File: config.mk
export PLATFORM = sky130hd
export DESIGN_NAME = decoder_scan_flat
export DESIGN_NICKNAME = d
export VERILOG_FILES = /design/src/rtl/decoder_scan_if.sv /design/src/rtl/decoder_scan.sv /design/src/flat_wrapper.sv
export SDC_FILE = /design/constraint.sdc
export NUM_CORES = 1
export LEC_CHECK = 0
export ABC_AREA = 1
export CAP_MARGIN = 25
export CORE_MARGIN = 1
export CORE_UTILIZATION = 45
export CTS_BUF_LIST = sky130_fd_sc_hd__clkbuf_4 sky130_fd_sc_hd__clkbuf_8 sky130_fd_sc_hd__clkbuf_16
export DETAILED_ROUTE_END_ITERATION = 7
export DONT_BUFFER_PORTS = 1
export SLEW_MARGIN = 20
export SYNTH_ARGS = -nofsm -noshare
export SYNTH_HDL_FRONTEND = slang
export SYNTH_SLANG_ARGS = --single-unit
File: constraint.sdc
create_clock -name clk -period 1.8 [get_ports clk]
set_input_delay 0.36 -clock clk [delete_from_list [all_inputs] [get_ports clk]]
set_output_delay 0.36 -clock clk [all_outputs]
set_load 0.005 [all_outputs]
File: src/rtl/decoder_scan_if.sv
// decoder_scan_if: groups the decoder/scanner inputs and registered outputs.
//   A     : direct-mode address / scan start address
//   g1    : enable, active-high
//   g2,g3 : enables, active-low
//   mode  : 0 = DIRECT, 1 = SCAN
//   dir   : scan direction, 0 = up, 1 = down
//   y     : registered decoded outputs (2^N wide)
//   addr  : address currently decoded on y
//   wrap  : one-cycle pulse when the scan counter wraps
// master drives the controls (testbench/system side), slave is the decoder.
interface decoder_scan_if #(
    parameter int N = 3
);
    localparam int W = 1 << N;

    logic [N-1:0] A;
    logic         g1;
    logic         g2;
    logic         g3;
    logic         mode;
    logic         dir;
    logic [W-1:0] y;
    logic [N-1:0] addr;
    logic         wrap;

    modport master (
        output A, g1, g2, g3, mode, dir,
        input  y, addr, wrap
    );

    modport slave (
        input  A, g1, g2, g3, mode, dir,
        output y, addr, wrap
    );
endinterface

File: src/rtl/decoder_scan.sv
// decoder_scan: registered 74138-style N-to-2^N decoder with a three-pin
// enable and an auto-scan mode that steps the decoded address every DIV
// enabled cycles.
//   clk : system clock, rising edge
//   rst : synchronous active-high reset
//   bus : decoder_scan_if.slave (A, g1, g2, g3, mode, dir -> y, addr, wrap)
// Parameters: N address width, DIV cycles per scan step, ACTIVE_LOW output
// polarity (1 = selected line low, others high).
module decoder_scan #(
    parameter int N          = 3,
    parameter int DIV        = 4,
    parameter bit ACTIVE_LOW = 1'b1
) (
    input  logic          clk,
    input  logic          rst,
    decoder_scan_if.slave bus
);
    localparam int W  = 1 << N;
    localparam int PW = (DIV > 1) ? $clog2(DIV) : 1;
    localparam logic [PW-1:0] PRE_LAST = PW'(DIV - 1);
    localparam logic [W-1:0]  INACT    = ACTIVE_LOW ? {W{1'b1}} : {W{1'b0}};

    typedef enum logic {DIRECT = 1'b0, SCAN = 1'b1} state_e;

    state_e         state_q, state_d;
    logic [N-1:0]   addr_q, addr_d;
    logic [PW-1:0]  pre_q, pre_d;
    logic [W-1:0]   y_q, y_d;
    logic           wrap_q, wrap_d;
    logic           en;
    logic [W-1:0]   onehot;

    always_ff @(posedge clk) begin
        if (rst) begin
            state_q <= DIRECT;
            addr_q  <= '0;
            pre_q   <= '0;
            y_q     <= INACT;
            wrap_q  <= 1'b0;
        end else begin
            state_q <= state_d;
            addr_q  <= addr_d;
            pre_q   <= pre_d;
            y_q     <= y_d;
            wrap_q  <= wrap_d;
        end
    end

    always_comb begin
        en      = bus.g1 & ~bus.g2 & ~bus.g3;
        state_d = bus.mode ? SCAN : DIRECT;
        addr_d  = addr_q;
        pre_d   = pre_q;
        wrap_d  = 1'b0;
        onehot  = '0;
        y_d     = INACT;

        if (!bus.mode) begin
            // Direct (also the exit edge out of SCAN): prescaler is cleared.
            pre_d = '0;
            if (en) addr_d = bus.A;
        end else if (state_q == DIRECT) begin
            // Scan entry: latch the start address; this edge is count 0.
            addr_d = bus.A;
            pre_d  = '0;
        end else if (en) begin
            if (pre_q == PRE_LAST) begin
                pre_d = '0;
                if (bus.dir) begin
                    addr_d = addr_q - N'(1);
                    wrap_d = (addr_q == '0);
                end else begin
                    addr_d = addr_q + N'(1);
                    wrap_d = (addr_q == '1);
                end
            end else begin
                pre_d = pre_q + PW'(1);
            end
        end
        // Disabled scan: prescaler and address simply hold (defaults).

        onehot[addr_d] = 1'b1;
        if (en) y_d = ACTIVE_LOW ? ~onehot : onehot;
    end

    assign bus.y    = y_q;
    assign bus.addr = addr_q;
    assign bus.wrap = wrap_q;
endmodule

File: src/flat_wrapper.sv
// flat-port wrapper written by rule: the top's interface ports become plain ports
module decoder_scan_flat 
#(
    parameter int N          = 3,
    parameter int DIV        = 4,
    parameter bit ACTIVE_LOW = 1'b1
)
  (clk, rst, bus_A, bus_g1, bus_g2, bus_g3, bus_mode, bus_dir, bus_y, bus_addr, bus_wrap);
  decoder_scan_if #(.N(N)) bus_i ();
  input  logic clk;
  input  logic rst;
  input wire logic [$bits(bus_i.A)-1:0] bus_A;
  input wire logic [$bits(bus_i.g1)-1:0] bus_g1;
  input wire logic [$bits(bus_i.g2)-1:0] bus_g2;
  input wire logic [$bits(bus_i.g3)-1:0] bus_g3;
  input wire logic [$bits(bus_i.mode)-1:0] bus_mode;
  input wire logic [$bits(bus_i.dir)-1:0] bus_dir;
  output wire logic [$bits(bus_i.y)-1:0] bus_y;
  output wire logic [$bits(bus_i.addr)-1:0] bus_addr;
  output wire logic [$bits(bus_i.wrap)-1:0] bus_wrap;
  assign bus_i.A = bus_A;
  assign bus_i.g1 = bus_g1;
  assign bus_i.g2 = bus_g2;
  assign bus_i.g3 = bus_g3;
  assign bus_i.mode = bus_mode;
  assign bus_i.dir = bus_dir;
  assign bus_y = bus_i.y;
  assign bus_addr = bus_i.addr;
  assign bus_wrap = bus_i.wrap;
  decoder_scan #(.N(N), .DIV(DIV), .ACTIVE_LOW(ACTIVE_LOW)) u_core (.clk(clk), .rst(rst), .bus(bus_i));
endmodule
==> impl_metrics.py, run 1 <==
metrics = {
    "status": {
        "status": "finished clean",
    },
    "yosys": {
        "yosys.area_share.simple_pct": 40.93,
        "synth-compound-area-share_pct": 8.319,
        "synthesis.area_um2": 752.0,
        "syn_nets": 115,
        "ys_types": 19,
        "ys_warn_count": 0,
        "synth_xor_area_share_pct": 0,
        "synth.area.mux_share_pct": 0,
        "ys_ff_latch": 15,
        "seq_area_frac_synth_pct": 39.93,
        "syn_inst": 103,
        "synth_top_family_by_area": "simple AND/OR/NAND/NOR gates",
        "synth_fa_ha_area_share_pct": 4.326,
        "syn_avg_cell_area_um2": 7.301,
    },
    "power": {
        "p_sw_mw": 0.1770,
        "p_clk_share_pct": 32.5,
        "swShare_pct": 27.38,
        "power_frac_seq_pct": 54.2,
        "finalPower_mw": 0.6464,
        "p_per_area_nw_per_um2": 806.0,
        "comb_power_share_pct": 13.4,
        "p_int_mw": 0.4694,
        "ir_worst_vdd_mv": 0.4987,
        "p_leak_nw": 0.3699,
    },
    "worst_setup_path": {
        "crit-reg2reg-launch": "u_core.bus.addr[1]",
        "critPathKind": "flip-flop to flip-flop",
        "startpoint_type": "flip-flop",
        "critPathCaptureType": "flip-flop",
        "crit_path_start": "u_core.bus.addr[1]",
        "worstPathRequired_ns": 1.96,
        "cp.arrival_ns": 1.72,
        "cp_max_fo": 5,
    },
    "floorplan": {
        "dieHeight_um": 42.88,
        "die_w_um": 42.88,
        "initial_core_util_pct": 48.78,
        "die_area_um2": 1839,
        "fp-row-count": 14,
        "pin_count": 22,
        "core_area_um2": 1541,
    },
    "sta": {
        "hold_violations": 0,
        "tns_ns": 0,
        "fmax_mhz": 642.1,
        "period_minus_slack_ns": 1.557,
        "slew-limit-headroom_pct": 83.99,
        "skew_ns": 0.006103,
        "fin_crit_sh_pct": 86.52,
        "timing.hold.ws_ns": 0.1339,
        "setup-violations-final": 0,
        "worst_pin_slew_ns": 0.2397,
        "slew_violations": 0,
        "rsz0062_at_grt": "false",
        "setup_ws_ns": 0.2426,
    },
    "clocking": {
        "clkTransAtPathRegs_ns": 0.09,
        "clock-sinks": 15,
        "clk_path_buf_depth": 2,
        "cts_setup_buffers": 0,
        "cts_hold_buf": 0,
        "cts-htree-levels": 1,
        "postCtsResizedCells": 0,
        "clock-root-buffer": "clkbuf_4",
        "cts_buffers": 3,
        "cts_tree": "built",
        "clk_latency_ns": 0.28,
    },
    "grt": {
        "antenna_found_initial": 0,
        "grt_overflow": 0,
        "grt_max_degree": 11,
        "track_usage_pct": 18.55,
        "grt_pass1_wl_um": 2566,
        "grt_pass1_vias": 570,
    },
    "final_layout": {
        "diodes": 0,
        "nFillCells": 159,
        "drive_gt1_share_pct": 14.95,
        "final_area_um2": 802.0,
        "area_delta_synth_final_pct": 6.656,
        "utilization_pct": 52.03,
        "final_cells": 123,
        "fin_nets": 120,
    },
    "routing": {
        "drt-total-wl_um": 1512,
        "highest_layer": "met4",
        "vias_per_cell": 5.211,
        "met1_length_um": 751,
        "vias": 641,
        "dr_wl_met2_um": 667,
        "route.detailed.drc": 0,
        "drtIter0Drc": 14,
        "wire_per_inst_um": 12.29,
        "ant_nets": 0,
        "wl_met3_um": 81,
        "first_pass_iters": 4,
    },
    "place": {
        "dpl.cell_count": 119,
        "port_buffers": 0,
        "dp_hpwl_um": 1210,
        "place_ws_ns": 0.2529,
        "dpl-instance-area_um2": 772.0,
        "gp_congestion": 0.7957,
    },
    "hold_path": {
        "hp-class": "input pin to flip-flop",
        "hp-start": "rst",
    },
    "job": {
        "cap_viol_max_count": 0,
    },
}
-- registers in the layout, summed over array words and instances (netlist names) --
register and flops:
u_core.bus.y 8, u_core.bus.addr 3, u_core.pre_q 2, u_core.bus.wrap 1
u_core.state_q 1
-- final cells by class --
cell class	instances	area [µm²]	area share [%]
well taps	16	20.02	2.496
clock buffers	4	30.03	3.744
multi-input cells	75	402.9	50.23
flip-flops and latches	15	300.3	37.44
inverters	13	48.80	6.084
-- cells by family (layout without fill, tap and decap cells) --
logic type	after synthesis	in the layout
simple gates	62	62
flops	15	15
buf+inv	13	17
compound gates	11	11
fa+ha+maj	2	2
-- metal layers --
metal / vias to the layer above / GRT usage [%]
met5: - / 0
met4: 0 / 9.375
met3: 2 / 4.681
met2: 17 / 26.06
met1: 288 / 25.99
li1: 334 / -
-- worst paths after layout --
check / slack (ns) / to / cells past startpoint
max: 0.24 / u_core.bus.y[0] / 7
min: 0.13 / u_core.bus.addr[1] / 1
max reg2reg: 0.24 / u_core.bus.y[0] / 7
min reg2reg: 0.48 / u_core.pre_q[1] / 2
-- power by group through the flow --
stage | Clock (mW) | Sequential [mW] | Combinational (mW)
global placement | 0 | 0.358 | 0.0853
CTS | 0.215 | 0.350 | 0.0855
floorplan | 0 | 0.355 | 0.0712
detailed placement | 0 | 0.358 | 0.0853
global route | 0.229 | 0.352 | 0.0993
finish | 0.210 | 0.350 | 0.0863
-- cells in the final DEF, fill, tap and decap left out --
cell type | synthesis | final
a21boi_2 | 1 | 1
a21oi_1 | 5 | 5
and3_1 | 1 | 1
clkbuf_4 | 0 | 4
dfxtp_1 | 15 | 15
fa_1 | 1 | 1
ha_1 | 1 | 1
inv_1 | 13 | 13
nand2_1 | 28 | 28
nand2_2 | 4 | 4
nand2_4 | 1 | 1
nand3_1 | 13 | 13
nand3_2 | 3 | 3
nor2_1 | 8 | 8
nor2_2 | 1 | 1
nor2_4 | 2 | 2
o21ai_0 | 2 | 2
o21ai_1 | 2 | 2
o22ai_1 | 1 | 1
or2_0 | 1 | 1
-- worst max-delay path, cell delays in order (launching register included) --
cell and delay, ns:
dfxtp_1 0.46, fa_1 0.45, inv_1 0.06, nand2_1 0.05
nand3_1 0.08, nand3_1 0.08, nand2_1 0.16, nand3_1 0.10
-- Yosys cell counts --
cell type	n	area, µm²
nand2_1	28	105.1
inv_1	13	48.80
a21boi_2	1	11.26
nand3_1	13	65.06
nor2_2	1	6.260
nand2_2	4	25.02
nand2_4	1	11.26
a21oi_1	5	25.02
dfxtp_1	15	300.3
o21ai_0	2	10.01
o22ai_1	1	6.260
o21ai_1	2	10.01
ha_1	1	12.51
or2_0	1	6.260
and3_1	1	6.260
nor2_4	2	22.52
fa_1	1	20.02
nand3_2	3	30.03
nor2_1	8	30.03
Power figures use the tool's default switching activity.
==> inputs of run 2 (changes only) <==
--- a/config.mk
+++ b/config.mk
@@ -12,6 +12,8 @@
 export CTS_BUF_LIST = sky130_fd_sc_hd__clkbuf_4 sky130_fd_sc_hd__clkbuf_8 sky130_fd_sc_hd__clkbuf_16
 export DETAILED_ROUTE_END_ITERATION = 7
 export DONT_BUFFER_PORTS = 1
+export RECOVER_POWER = 100
+export SKIP_LAST_GASP = 1
 export SLEW_MARGIN = 20
 export SYNTH_ARGS = -nofsm -noshare
 export SYNTH_HDL_FRONTEND = slang
==> impl_metrics.py, run 2 (synthesized netlist as in run 1, its figures left out) <==
metrics = {
    "status": {
        "status": "finished clean",
    },
    "sta": {
        "rsz0062_at_grt": "false",
        "worst_pin_slew_ns": 0.2427,
        "fmax_mhz": 641.1,
        "fin_crit_sh_pct": 86.66,
        "hold_violations": 0,
        "skew_ns": 0.006190,
        "period_minus_slack_ns": 1.560,
        "setup-violations-final": 0,
        "tns_ns": 0,
        "slew_violations": 0,
        "slew-limit-headroom_pct": 83.80,
    },
    "final_layout": {
        "final_common_cell": "nand2_1",
        "multiInputGateArea_um2": 392.9,
        "drive_gt1_share_pct": 13.08,
        "register_area_um2": 300.3,
        "fin_nets": 120,
        "area_delta_synth_final_pct": 5.325,
        "final_cells": 123,
        "diodes": 0,
        "nFillCells": 161,
        "largest_reg_flops": 8,
        "mostFrequentLayoutCells": "28 x nand2_1, 15 x nand3_1, 15 x dfxtp_1, 13 x inv_1, 8 x nor2_1",
        "utilization_pct": 51.38,
    },
    "grt": {
        "grt_pass1_wl_um": 2566,
        "grt_pass1_vias": 570,
        "grt_max_degree": 11,
        "track_usage_pct": 18.55,
        "antenna_found_initial": 0,
        "grt_overflow": 0,
    },
    "clocking": {
        "clkTransAtPathRegs_ns": 0.09,
        "cts_hold_buf": 0,
        "postCtsResizedCells": 0,
        "cts_setup_buffers": 0,
        "cts-htree-levels": 1,
        "cts_tree": "built",
        "clock-root-buffer": "clkbuf_4",
        "clk_path_buf_depth": 2,
        "clock-sinks": 15,
        "cts_buffers": 3,
        "clk_latency_ns": 0.28,
    },
    "worst_setup_path": {
        "crit-reg2reg-launch": "u_core.bus.addr[1]",
        "worstRegToRegCells": 7,
        "worstPathRequired_ns": 1.96,
        "startpoint_type": "flip-flop",
        "cp.arrival_ns": 1.72,
        "cp_max_fo": 5,
        "r2r-end": "u_core.bus.y[0]",
        "reg2reg_slack_ns": 0.24,
        "critPathKind": "flip-flop to flip-flop",
        "critPathCaptureType": "flip-flop",
    },
    "place": {
        "port_buffers": 0,
        "dpl.cell_count": 119,
        "gp_congestion": 0.7957,
        "dp_hpwl_um": 1210,
    },
    "hold_path": {
        "min_to": "u_core.bus.addr[1]",
        "hp-start": "rst",
        "whs_path_depth": 1,
        "hp-class": "input pin to flip-flop",
    },
    "floorplan": {
        "dieHeight_um": 42.88,
        "core_area_um2": 1541,
        "die_area_um2": 1839,
        "die_w_um": 42.88,
        "fp-row-count": 14,
        "pin_count": 22,
        "initial_core_util_pct": 48.78,
    },
    "power": {
        "p_leak_nw": 0.3681,
        "ir_worst_vdd_mv": 0.4987,
        "finalPower_mw": 0.6451,
        "p_per_area_nw_per_um2": 814.5,
    },
    "routing": {
        "wire_per_inst_um": 12.32,
        "drt-total-wl_um": 1515,
        "drtIter0Drc": 14,
        "vias_per_cell": 5.171,
        "first_pass_iters": 4,
        "route.detailed.drc": 0,
        "ant_nets": 0,
        "vias": 636,
    },
    "job": {
        "cap_viol_max_count": 0,
    },
}
## run 2: cell counts in the layout (fill, tap and decap cells not counted)
No cell type changed its count.
## run 2: area by class of cell
type	instances	share of cell area (%)
Inverter	13	6.161
Multi-Input combinational cell	75	49.61
Clock buffer	4	3.791
Sequential cell	15	37.91
Tap cell	16	2.528
## run 2: worst max path at each step
stage	startpoint	to	slack (ns)	cells past startpoint
final	u_core.bus.addr[1]	u_core.bus.y[0]	0.24	7
after global routing	u_core.bus.addr[1]	u_core.bus.y[5]	0.08	7
after CTS	u_core.bus.addr[1]	u_core.bus.y[0]	0.22	7
after detailed placement	u_core.bus.addr[1]	u_core.bus.y[1]	0.25	7
after global placement	u_core.bus.addr[1]	u_core.bus.y[0]	0.23	7
after floorplan	u_core.bus.addr[0]	u_core.bus.y[7]	0.39	8
## run 2: through the flow
step                hold WS [ns]  instance area (µm²)  setup WS (ns)
floorplan                 0.4324                752.0         0.3872
finish                    0.1338                792.0         0.2402
CTS                       0.1219                802.0         0.2226
global route              0.1165                792.0        0.08030
detailed placement        0.4352                772.0         0.2529
global placement          0.4359                772.0         0.2332
## run 2: critical path, cell delays in order (launching register included)
cell and delay (ns):
dfxtp_1 0.46, fa_1 0.45, inv_1 0.06, nand2_1 0.05, nand3_1 0.08, nand3_1 0.08
nand2_1 0.16, nand3_1 0.10
## run 2: report_power, final
group | switching (mW) | internal (mW)
logic | 0.0565 | 0.0283
clock network | 0.109 | 0.101
registers | 0.0105 | 0.340
total | 0.176 | 0.469
## run 2: routing by layer
metal,share of wire [%],track usage [%],vias to the layer above,routed length (µm)
met3,5.3,4.681,2,81
met5,0,0,-,0
met1,50,25.99,283,760
met4,0.66,9.375,0,10
li1,-,-,334,-
met2,44,26.06,17,662
==> inputs of run 3 (changes only) <==
--- a/config.mk
+++ b/config.mk
@@ -7,7 +7,7 @@
 export LEC_CHECK = 0
 export ABC_AREA = 1
 export CAP_MARGIN = 25
-export CORE_MARGIN = 1
+export CORE_MARGIN = 2
 export CORE_UTILIZATION = 45
 export CTS_BUF_LIST = sky130_fd_sc_hd__clkbuf_4 sky130_fd_sc_hd__clkbuf_8 sky130_fd_sc_hd__clkbuf_16
 export DETAILED_ROUTE_END_ITERATION = 7
==> impl_metrics.py, run 3 (synthesized netlist as in run 1, its figures left out) <==
metrics = {
    "power": {
        "comb_power_share_pct": 13.4,
        "p_per_area_nw_per_um2": 797.5,
        "p_clk_share_pct": 31.0,
        "ir_worst_vdd_mv": 0.5107,
        "power_frac_seq_pct": 55.6,
        "p_sw_mw": 0.1789,
        "swShare_pct": 28.42,
        "p_leak_nw": 0.3674,
        "p_int_mw": 0.4507,
    },
    "grt": {
        "grt_pass1_vias": 596,
        "grt_pass1_wl_um": 2546,
        "antenna_found_initial": 0,
        "track_usage_pct": 17.97,
        "grt_overflow": 0,
        "grt_max_degree": 11,
    },
    "routing": {
        "vias": 638,
        "highest_layer": "met4",
        "dr_wl_met2_um": 685,
        "first_pass_iters": 4,
        "vias_per_cell": 5.187,
        "drt-total-wl_um": 1508,
        "met1_length_um": 730,
        "wire_per_inst_um": 12.26,
        "drtIter0Drc": 9,
        "ant_nets": 0,
        "wl_met3_um": 75,
        "route.detailed.drc": 0,
    },
    "final_layout": {
        "fin_nets": 120,
        "nFillCells": 168,
        "largest_reg_flops": 8,
        "drive_gt1_share_pct": 13.08,
        "final_common_cell": "nand2_1",
        "multiInputGateArea_um2": 392.9,
        "register_area_um2": 300.3,
        "diodes": 0,
        "mostFrequentLayoutCells": "28 x nand2_1, 15 x nand3_1, 15 x dfxtp_1, 13 x inv_1, 8 x nor2_1",
        "final_cells": 123,
        "area_delta_synth_final_pct": 4.992,
    },
    "worst_setup_path": {
        "worstRegToRegCells": 8,
        "worstPathRequired_ns": 1.97,
        "critPathKind": "flip-flop to flip-flop",
        "startpoint_type": "flip-flop",
        "cp.arrival_ns": 1.71,
        "r2r-end": "u_core.bus.y[2]",
        "critPathCaptureType": "flip-flop",
        "cp_max_fo": 5,
        "crit-reg2reg-launch": "u_core.bus.addr[0]",
        "reg2reg_slack_ns": 0.26,
    },
    "clocking": {
        "cts_buffers": 3,
        "cts-htree-levels": 1,
        "postCtsResizedCells": 0,
        "cts_tree": "built",
        "clk_latency_ns": 0.28,
        "clock-sinks": 15,
        "clkTransAtPathRegs_ns": 0.09,
        "clk_path_buf_depth": 2,
        "cts_hold_buf": 0,
        "clock-root-buffer": "clkbuf_4",
        "cts_setup_buffers": 0,
    },
    "job": {
        "cap_viol_max_count": 0,
    },
    "floorplan": {
        "die_w_um": 44.88,
        "die_area_um2": 2014,
        "initial_core_util_pct": 48.78,
        "pin_count": 22,
        "core_area_um2": 1541,
        "fp-row-count": 14,
        "dieHeight_um": 44.88,
    },
    "sta": {
        "setup_ws_ns": 0.2587,
        "rsz0062_at_grt": "false",
        "setup-violations-final": 0,
        "slew-limit-headroom_pct": 84.58,
        "worst_pin_slew_ns": 0.2309,
        "slew_violations": 0,
        "tns_ns": 0,
        "timing.hold.ws_ns": 0.1330,
        "fmax_mhz": 648.8,
        "skew_ns": 0.001609,
        "hold_violations": 0,
        "fin_crit_sh_pct": 85.63,
        "period_minus_slack_ns": 1.541,
    },
    "place": {
        "dpl.cell_count": 119,
        "gp_congestion": 0.7714,
        "place_ws_ns": 0.2631,
        "dp_hpwl_um": 1226,
        "port_buffers": 0,
    },
    "hold_path": {
        "whs_path_depth": 1,
        "hp-start": "rst",
        "min_to": "u_core.bus.addr[2]",
        "hp-class": "input pin to flip-flop",
    },
    "status": {
        "status": "finished clean",
    },
}
-- run 3: cell types whose count changed in the layout (fill, tap and decap cells not counted) --
cell      previous run  this run
clkbuf_4             4         3
clkinv_2             0         1
-- run 3: worst max-delay path by stage --
| stage | end | from | cells after the start | slack [ns] |
|---|---|---|---|---|
| 2_1_floorplan | u_core.bus.y[7] | u_core.bus.addr[0] | 8 | 0.39 |
| 3_3_place_gp | u_core.bus.y[2] | u_core.bus.addr[0] | 7 | 0.27 |
| 3_5_place_dp | u_core.bus.y[2] | u_core.bus.addr[0] | 8 | 0.26 |
| 4_1_cts | u_core.bus.y[2] | u_core.bus.addr[0] | 7 | 0.25 |
| 5_1_grt | u_core.bus.y[0] | u_core.bus.addr[1] | 7 | 0.08 |
| 6_report | u_core.bus.y[2] | u_core.bus.addr[0] | 8 | 0.26 |
-- run 3: worst max-delay path: stages (launching register included) --
cell and delay, ns:
dfxtp_1 0.38, fa_1 0.55, inv_1 0.04, nand2_1 0.05
nand3_1 0.08, nand2_1 0.07, nand2_1 0.04, nand2_1 0.12
nand3_1 0.09
-- run 3: layer usage --
metal  GRT usage, %  vias up
met4          10.59        0
met5              0        -
met1          25.12      288
li1               -      337
met3          2.800        2
met2          26.09       11
-- run 3: through the flow --
step                      utilization [%]  instance area [µm²]  total power, mW
final                               51.22                789.5           0.6296
after global routing                51.22                789.5           0.6643
after CTS                           51.87                799.5           0.6375
after detailed placement            50.08                772.0           0.4448
after global placement              50.08                772.0           0.4423
after floorplan                         -                752.0           0.4266
-- run 3: final cells by class --
type                    count  share of cell area [%]
clock buffers               3                   2.853
clock inverters             1                  0.6339
well taps                  16                   2.536
multi-input cells          75                   49.76
inverters                  13                   6.181
flip-flops and latches     15                   38.03
-- run 3: power by group through the flow --
| stage | clock (mW) | combinational (mW) | sequential [mW] |
|---|---|---|---|
| 5_1_grt | 0.213 | 0.100 | 0.352 |
| 3_3_place_gp | 0 | 0.0847 | 0.358 |
| 2_1_floorplan | 0 | 0.0712 | 0.355 |
| 6_report | 0.195 | 0.0843 | 0.350 |
| 4_1_cts | 0.201 | 0.0867 | 0.350 |
| 3_5_place_dp | 0 | 0.0868 | 0.358 |
